--- src/rtl/bp_be_stride_prefetch_engine.sv ---
//------------------------------------------------------------------------------
// Module   : bp_be_stride_prefetch_engine
// Purpose  : Expands stride-discovery events into prefetch address streams for
//            the D$ prefetch port. One active stream plus a one-deep pending slot.
//            Optional macro: BP_BE_PREFETCH_PAGE_CROSS_EN (disables page check).
// Revision : 1.0 - initial release
//------------------------------------------------------------------------------
`default_nettype none

module bp_be_stride_prefetch_engine #(
  parameter int vaddr_width_p          = 39,
  parameter int stride_width_p         = 8,
  parameter int effective_addr_width_p = vaddr_width_p,
  parameter int degree_p               = 4,
  parameter int page_offset_width_p    = 12
) (
  input  logic                              clk_i,
  input  logic                              reset_i,
  input  logic                              start_discovery_i,
  input  logic                              confirm_discovery_i,
  input  logic [vaddr_width_p-1:0]          striding_pc_i,
  input  logic [effective_addr_width_p-1:0] eff_addr_i,
  input  logic [stride_width_p-1:0]         stride_i,
  input  logic                              flush_i,
  output logic                              pf_v_o,
  output logic [effective_addr_width_p-1:0] pf_addr_o,
  input  logic                              pf_ready_i,
  output logic                              busy_o,
  output logic                              dropped_o
);

  localparam int cnt_width_lp = $clog2(degree_p + 1);
  localparam int ext_width_lp = effective_addr_width_p - stride_width_p;

  localparam logic [0:0] e_idle  = 1'b0;
  localparam logic [0:0] e_issue = 1'b1;

  logic [0:0]                        state_q, state_d;
  logic [effective_addr_width_p-1:0] cur_q, cur_d;
  logic [stride_width_p-1:0]         stride_q, stride_d;
  logic [vaddr_width_p-1:0]          pc_q, pc_d;
  logic [cnt_width_lp-1:0]           cnt_q, cnt_d;

  logic                              pend_v_q, pend_v_d;
  logic [effective_addr_width_p-1:0] pend_eff_q, pend_eff_d;
  logic [stride_width_p-1:0]         pend_stride_q, pend_stride_d;
  logic [vaddr_width_p-1:0]          pend_pc_q, pend_pc_d;
  logic                              pend_conf_q, pend_conf_d;

  logic                              dropped_q, dropped_d;

  logic                              ev_v, page_ok, hs, term, last;
  logic                              load, sel_pend;
  logic [effective_addr_width_p-1:0] load_eff, load_stride_ext, stride_q_ext;
  logic [stride_width_p-1:0]         load_stride;
  logic [vaddr_width_p-1:0]          load_pc;
  logic                              load_conf;

  assign ev_v = (start_discovery_i | confirm_discovery_i) & (stride_i != '0);

  assign load_eff    = sel_pend ? pend_eff_q    : eff_addr_i;
  assign load_stride = sel_pend ? pend_stride_q : stride_i;
  assign load_pc     = sel_pend ? pend_pc_q     : striding_pc_i;
  assign load_conf   = sel_pend ? pend_conf_q   : confirm_discovery_i;

  assign load_stride_ext = {{ext_width_lp{load_stride[stride_width_p-1]}}, load_stride};
  assign stride_q_ext    = {{ext_width_lp{stride_q[stride_width_p-1]}}, stride_q};

`ifndef BP_BE_PREFETCH_PAGE_CROSS_EN
  // Only the page number of the stream's base address is needed for the check.
  logic [vaddr_width_p-1:page_offset_width_p] base_q, base_d;

  assign base_d  = load ? load_eff[vaddr_width_p-1:page_offset_width_p] : base_q;
  assign page_ok = (cur_q[vaddr_width_p-1:page_offset_width_p] == base_q);

  always_ff @(posedge clk_i or posedge reset_i) begin
    if (reset_i) base_q <= '0;
    else         base_q <= base_d;
  end
`else
  assign page_ok = 1'b1;
`endif

  assign pf_v_o    = (state_q == e_issue) & page_ok;
  assign pf_addr_o = cur_q;
  assign busy_o    = (state_q == e_issue) | pend_v_q;
  assign dropped_o = dropped_q;

  assign hs   = pf_v_o & pf_ready_i;
  assign term = (state_q == e_issue) & ~page_ok;
  assign last = hs & (cnt_q == cnt_width_lp'(1));

  always_comb begin
    state_d       = state_q;
    cur_d         = cur_q;
    stride_d      = stride_q;
    pc_d          = pc_q;
    cnt_d         = cnt_q;
    pend_v_d      = pend_v_q;
    pend_eff_d    = pend_eff_q;
    pend_stride_d = pend_stride_q;
    pend_pc_d     = pend_pc_q;
    pend_conf_d   = pend_conf_q;
    dropped_d     = 1'b0;
    load          = 1'b0;
    sel_pend      = 1'b0;

    case (state_q)
      e_idle: begin
        if (ev_v) load = 1'b1;
      end
      default: begin
        if (pend_v_q && (hs || term)) begin
          // Pending event preempts; the slot frees up so a new event fills it without a drop.
          load     = 1'b1;
          sel_pend = 1'b1;
          pend_v_d = 1'b0;
          if (ev_v && (striding_pc_i != pc_q)) begin
            pend_v_d      = 1'b1;
            pend_eff_d    = eff_addr_i;
            pend_stride_d = stride_i;
            pend_pc_d     = striding_pc_i;
            pend_conf_d   = confirm_discovery_i;
          end
        end else if (last || term) begin
          if (ev_v) load    = 1'b1;
          else      state_d = e_idle;
        end else begin
          if (hs) begin
            cnt_d = cnt_q - cnt_width_lp'(1);
            cur_d = cur_q + stride_q_ext;
          end
          if (ev_v && (striding_pc_i != pc_q)) begin
            pend_v_d      = 1'b1;
            pend_eff_d    = eff_addr_i;
            pend_stride_d = stride_i;
            pend_pc_d     = striding_pc_i;
            pend_conf_d   = confirm_discovery_i;
            dropped_d     = pend_v_q;
          end
        end
      end
    endcase

    if (load) begin
      state_d  = e_issue;
      cur_d    = load_eff + load_stride_ext;
      stride_d = load_stride;
      pc_d     = load_pc;
      cnt_d    = load_conf ? cnt_width_lp'(degree_p) : cnt_width_lp'(1);
    end

    if (flush_i) begin
      state_d   = e_idle;
      pend_v_d  = 1'b0;
      dropped_d = 1'b0;
    end
  end

  always_ff @(posedge clk_i or posedge reset_i) begin
    if (reset_i) begin
      state_q       <= e_idle;
      cur_q         <= '0;
      stride_q      <= '0;
      pc_q          <= '0;
      cnt_q         <= '0;
      pend_v_q      <= 1'b0;
      pend_eff_q    <= '0;
      pend_stride_q <= '0;
      pend_pc_q     <= '0;
      pend_conf_q   <= 1'b0;
      dropped_q     <= 1'b0;
    end else begin
      state_q       <= state_d;
      cur_q         <= cur_d;
      stride_q      <= stride_d;
      pc_q          <= pc_d;
      cnt_q         <= cnt_d;
      pend_v_q      <= pend_v_d;
      pend_eff_q    <= pend_eff_d;
      pend_stride_q <= pend_stride_d;
      pend_pc_q     <= pend_pc_d;
      pend_conf_q   <= pend_conf_d;
      dropped_q     <= dropped_d;
    end
  end

endmodule

`default_nettype wire

--- config.mk ---
export PLATFORM = sky130hd
export DESIGN_NAME = bp_be_stride_prefetch_engine
export DESIGN_NICKNAME = d
export VERILOG_FILES = /design/src/rtl/bp_be_stride_prefetch_engine.sv
export SDC_FILE = /design/constraint.sdc
export NUM_CORES = 1
export LEC_CHECK = 0
export ABC_CLOCK_PERIOD_IN_PS = 7200
export CAP_MARGIN = 20
export CORE_ASPECT_RATIO = 1.25
export CORE_UTILIZATION = 37
export CTS_BUF_LIST = sky130_fd_sc_hd__clkbuf_8
export CTS_CLUSTER_SIZE = 8
export DETAILED_ROUTE_END_ITERATION = 10
export PLACE_DENSITY = 0.64
export SLEW_MARGIN = 20
export SYNTH_ARGS = -nofsm -noshare
export SYNTH_HDL_FRONTEND = slang
export SYNTH_SLANG_ARGS = --single-unit
--- constraint.sdc ---
create_clock -name clk_i -period 7.2 [get_ports clk_i]
set_clock_uncertainty 0.05 [all_clocks]
set_input_delay 1.08 -clock clk_i [delete_from_list [all_inputs] [get_ports clk_i]]
set_output_delay 1.08 -clock clk_i [all_outputs]
set_load 0.02 [all_outputs]
### Word level (Yosys, flattened, before mapping)

Index checks and enable logic that the tools add are counted.

* register bits after elaboration: 206
* bits of input ports: 92
* output and inout bits: 42

* $add $sub $neg: 3
* eq/ne operators: 7
* multiplexer cells: 49
* bitwise logic cells: 8
* reduce and logical (&&, ||, !) cells: 12

Operators by type and width (count)
* two-way mux 39 bit: 13
* adder 39 bit: 2
* inequality test 39 bit: 1
* two-way mux 8 bit: 4
* equality test 27 bit: 1
* two-way mux 1 bit: 26
* two-way mux 3 bit: 6
* nonzero test 8 bit: 1
* inequality test 2 bit, second input constant: 3
* nonzero test 2 bit: 3
* AND 1 bit: 5
* AND reduction 4 bit: 1
* equality test 3 x 1 -> 1 bit, second input constant: 1
* inequality test 3 bit, second input constant: 1
* AND reduction 3 bit: 1
* nonzero test 3 bit: 1
* subtractor 3 x 1 -> 3 bit, second input constant: 1
* logical AND 1 bit: 2
* logical OR 1 bit: 2
* bitwise OR 1 bit: 2
* AND reduction 2 bit: 1
* inverter 1 bit: 1

### Longest topological paths before layout

* depth after elaboration: 10
* depth in mapped cells: 23
* mapped depth without buffers: 20

### Worst setup path after synthesis

No wires, ideal clock.

* kind: input to register
* start point: input pf_ready_i
* end point: register cur_q[31], in the netlist pf_addr_o[31]
* setup time: 0.131 ns
* arrival time: 4.995 ns
* data required time: 7.019 ns
* slack: 2.023 ns
* stages on the path: 20
* path buffers: 4
* path through: nor4b_2 a21o_1 buf_6 clkbuf_1 clkbuf_1 clkbuf_1 nand2_1 nand2_1 ha_1 a21o_1 a21o_1 maj3_1 nor4_1 mux2i_1 a31o_2 a21oi_2 o21ai_1 a21oi_1 nor4b_1 or3_1

* word-level cells in the longest chain between the ends: 8
* elaborated cells on any way between the ends: 19

RTL lines
* from (decl): RTL line 27 `input logic pf_ready_i,`
* AND 1 bit *: RTL line 89 `assign hs = pf_v_o & pf_ready_i;`
* logical OR 1 bit or AND 1 bit (tied branches): RTL line 113, 91
* logical AND 1 bit or logical OR 1 bit (tied branches): RTL line 113, 125
* two-way mux 1 bit, on equally long branches: RTL line 113, 125
* two-way mux 1 bit, on equally long branches: RTL line 108, 113
* two-way mux 39 bit (tied with other cells): RTL line 61 `assign load_eff = sel_pend ? pend_eff_q : eff_addr_i;`
* adder 39 bit (tied with other cells): RTL line 147 `cur_d = load_eff + load_stride_ext;`
* two-way mux 39 bit or AND reduction 4 bit (tied branches)
* to (signal assigned): RTL line 175 `cur_q <= cur_d;`
* to (decl): RTL line 39 `logic [effective_addr_width_p-1:0] cur_q, cur_d;`

Mark *: on every way between the ends. The rest lies on a longest branch, timed or not.
A chain may end at the register's enable or synchronous reset.

### Worst setup path after layout

* start point: input pf_ready_i
* end point: register cur_q[31], in the netlist pf_addr_o[31]

* word-level cells in the longest chain between the ends: 8
* elaborated cells on any way between the ends: 19

RTL lines
* AND 1 bit: RTL line 89
* logical OR 1 bit: RTL line 113 `if (pend_v_q && (hs || term)) begin`
* logical AND 1 bit: RTL line 113
* two-way mux 1 bit: RTL line 113
* two-way mux 1 bit: RTL line 108 `case (state_q)`
* two-way mux 8 bit: RTL line 62 `assign load_stride = sel_pend ? pend_stride_q : stride_i;`
* net load_stride[7]: RTL line 55 `logic [stride_width_p-1:0] load_stride;`
* adder 39 bit: RTL line 147
* two-way mux 39 bit: RTL line 145 `if (load) begin`

The timed path passes the listed nets, and every way through them passes these cells.

==> flow_summary.yaml <==
synthesis:
  synth_flop_cell: "dfrtp_1"
  synth_xor_area_share_pct: 8.69
  yosys-top-cells-area: "dfrtp_1 38%, nand2_1 7.6%, ha_1 7.1%"
  synth_top_family_by_area: "simple AND/OR/NAND/NOR gates"
  synth_edf_count: 0
  postSynthAreaPerCell_um2: 8.79
  synth-async-reset-ratio_pct: 100
  synth_simple_gate_area_share_pct: 18.9
  synth_top_area_share_pct: 38.2
  postSynthCellCount: 1538
  ys_ff_latch: 206
  synth-seq-area-share_pct: 38.2
  synth-adder-area-share_pct: 7.72
  yosysTopAreaCell: "dfrtp_1"
  syn_area_um2: 13500
  synth_mux_area_share_pct: 8.17
  synth_compound_area_share_pct: 15.5
  synth_nets: 1709
  yosysWarnings: 0
  ys_types: 63
worst_setup_path:
  cp-start-kind: "input pin"
  r2r_setup_slack_ns: 1.68
  end_kind: "register"
  required_ns: 7.57
  crit_path_max_fanout: 36
  critical_path_arrival_ns: 5.90
  critical-path-max-stage-delay_ns: 0.48
  path_class: "input pin to register"
  cpMostUsedCell: "mux2i_1"
  worstPathCellList: "clkdlybuf4s50_1 -> nor4b_2 -> a21o_4 -> mux2i_1 -> inv_1 -> buf_4 -> ha_1 -> a211oi_1 -> nand2_1 -> nor4_1 -> mux2i_1 -> a31o_2 -> a21oi_2 -> o21ai_1 -> a21oi_1 -> nor4b_1 -> or3_1"
  cp_slowest_cell: "clkdlybuf4s50_1"
clock_tree:
  h-tree-depth: 2
  clock_sinks: 206
  clock_latency_ns: 0.56
  clockBufferDepth: 3
  clk_pin_slew_ns: 0.06
  post_cts_resized: 0
  ctsHoldBuffers: 0
  cts_tree: "yes"
  root_buffer: "clkbuf_8"
  cts_setup_buffers: 0
  cts_inserted_buffers: 37
global_route:
  grt_pass1_vias: 11400
  grt_max_degree: 90
  grt_pass1_wl_mm: 61.9
  antenna_found_initial: 3
  track_usage_pct: 20.6
  overflow: 0
floorplan:
  fp.dieArea_um2: 37300
  die_x_um: 173
  die_h_um: 216
  num_rows: 77
  core_area_um2: 35600
  ioPinCount: 134
  start_util_pct: 37.9
finish:
  fill_cells: 3541
  layout-drive-gt1-share_pct: 10.0
  ff_latch_area_um2: 5150
  nets: 1827
  syn2layout_area_growth_pct: 18.6
  finalNonFillerCells: 2155
  multi_input_area_um2: 8000
  design_area_um2: 16000
  final_core_util_pct: 45.0
detailed_routing:
  wl_per_cell_um: 17.6
  wl_mm: 38.0
  routed_via_density: 5.31
  vias: 11400
  drc_errors: 0
  ant_nets: 0
  drt_iter0_drc: 586
  drt_pass1_iterations: 5
power:
  ir_drop_v: 0.000144
  leakage_nw: 7.02
  power_density_nw_per_um2: 237
  total_power_mw: 3.79
worst_hold_path:
  hp-class: "register to register"
sta:
  finalCriticalPeriod_ns: 5.53
  holdWs_ns: 0.438
  grt_setup_unrepaired: "no"
  finalSetupViolCount: 0
  drv_slew: 0
  slew_headroom_pct: 35.7
  fin_tns_setup_ns: 0
  hold_violations: 0
  fmax_mhz: 181
  tightest_slew_ns: 0.965
  post-route-period-util_pct: 76.8
  fin_ws_ns: 1.67
placement:
  place_congestion: 0.924
  pre_cts_ws_ns: 1.12
  hpwl_mm: 27.7
  dp_cells: 2091
  port_buffers: 133
  dpl_cell_area_um2: 15300
outcome:
  outcome: "finished, final reports clean"
flow_run:
  drv_cap: 0
power breakdown:
part	leakage, nW	internal [mW]	switching (mW)
registers	2.42	1.29	0.136
clock network	0.402	0.568	0.509
logic	4.20	0.586	0.698
total	7.02	2.45	1.34
flip-flops by register name, summed over array words and instances (netlist names):
signal         cells
pc_q              39
pend_eff_q        39
pend_pc_q         39
pf_addr_o         39
base_q            27
pend_stride_q      8
stride_q           8
cnt_q              3
dropped_o          1
pend_conf_q        1
pend_v_q           1
state_q            1
logic make-up (layout without fill, tap and decap cells):
kind of cell / count (synthesis) / after routing
AOI/OAI and AO/OA: 329 / 329
xor gates and xnor gates: 134 / 134
adders and majority gates: 83 / 83
buffers and inverters: 95 / 237
DFF: 206 / 206
muxes: 99 / 99
other: 0 / 1
and+or+nand+nor: 592 / 592
final timing paths:
check	start	end	cells after the start
setup reg to reg	pf_addr_o[31]$_DFFE_PP0P_	pf_addr_o[31]$_DFFE_PP0P_	18
min in group asynchronous	reset_i	pend_eff_q[31]$_DFFE_PP0P_	2
max in group asynchronous	reset_i	pf_addr_o[2]$_DFFE_PP0P_	3
setup / recovery	pf_ready_i	pf_addr_o[31]$_DFFE_PP0P_	17
hold / removal	pend_pc_q[3]$_DFFE_PP0P_	pend_pc_q[3]$_DFFE_PP0P_	1
hold reg to reg	pend_pc_q[3]$_DFFE_PP0P_	pend_pc_q[3]$_DFFE_PP0P_	1
critical path: cells and delay by family:
family,cells,cell delay [ns]
AOI/OAI and AO/OA,6,1.55
and+or+nand+nor,5,1.32
buffers and inverters,3,1.19
muxes,2,0.52
adders and majority gates,1,0.23
cell usage after synthesis, types with 38 or more instances:
library cell	n
ha_1	77
dfrtp_1	206
xnor2_1	94
a21oi_1	82
mux2_2	84
nor2_1	193
clkbuf_1	49
nand2_1	274
a21o_1	38
xor2_1	40
o21ai_0	57
a31oi_1	52
layout by cell type, fill, tap and decap left out, types with 4 or more instances in the layout:
| master | instances |
|---|---|
| a211o_1 | 6 |
| a211oi_1 | 26 |
| a21o_1 | 37 |
| a21oi_1 | 82 |
| a31oi_1 | 52 |
| and2_1 | 5 |
| and3_1 | 9 |
| and4_1 | 5 |
| buf_4 | 14 |
| clkbuf_8 | 45 |
| clkdlybuf4s50_1 | 133 |
| clkinv_2 | 4 |
| dfrtp_1 | 206 |
| ha_1 | 77 |
| inv_1 | 34 |
| maj3_1 | 4 |
| mux2_1 | 6 |
| mux2_2 | 84 |
| mux2i_1 | 9 |
| nand2_1 | 274 |
| nand2b_1 | 10 |
| nand3_1 | 10 |
| nand4_1 | 26 |
| nor2_1 | 192 |
| nor2b_1 | 10 |
| nor3_1 | 18 |
| nor4_1 | 8 |
| o211ai_1 | 11 |
| o21a_1 | 16 |
| o21ai_0 | 57 |
| o21bai_1 | 8 |
| o31ai_1 | 5 |
| xnor2_1 | 94 |
| xor2_1 | 40 |
metal layers:
| layer | vias to the layer above | share of wire (%) | GRT usage (%) |
|---|---|---|---|
| li1 | 5642 | - | - |
| met1 | 5459 | 44 | 26.4 |
| met2 | 257 | 47 | 34.2 |
| met3 | 72 | 5.1 | 4.26 |
| met4 | 4 | 3.1 | 7.61 |
| met5 | - | 0.066 | 0 |
final cells by class:
class / instances / area share (%)
tap: 474 / 3.70
inverter: 26 / 0.656
clock inverter: 18 / 0.562
clock buffer: 45 / 3.86
timing repair buffer: 148 / 9.09
antenna: 1 / 0.0156
multi-input combinational: 1237 / 49.9
sequential: 206 / 32.2
(Power assumes the default switching activity.)
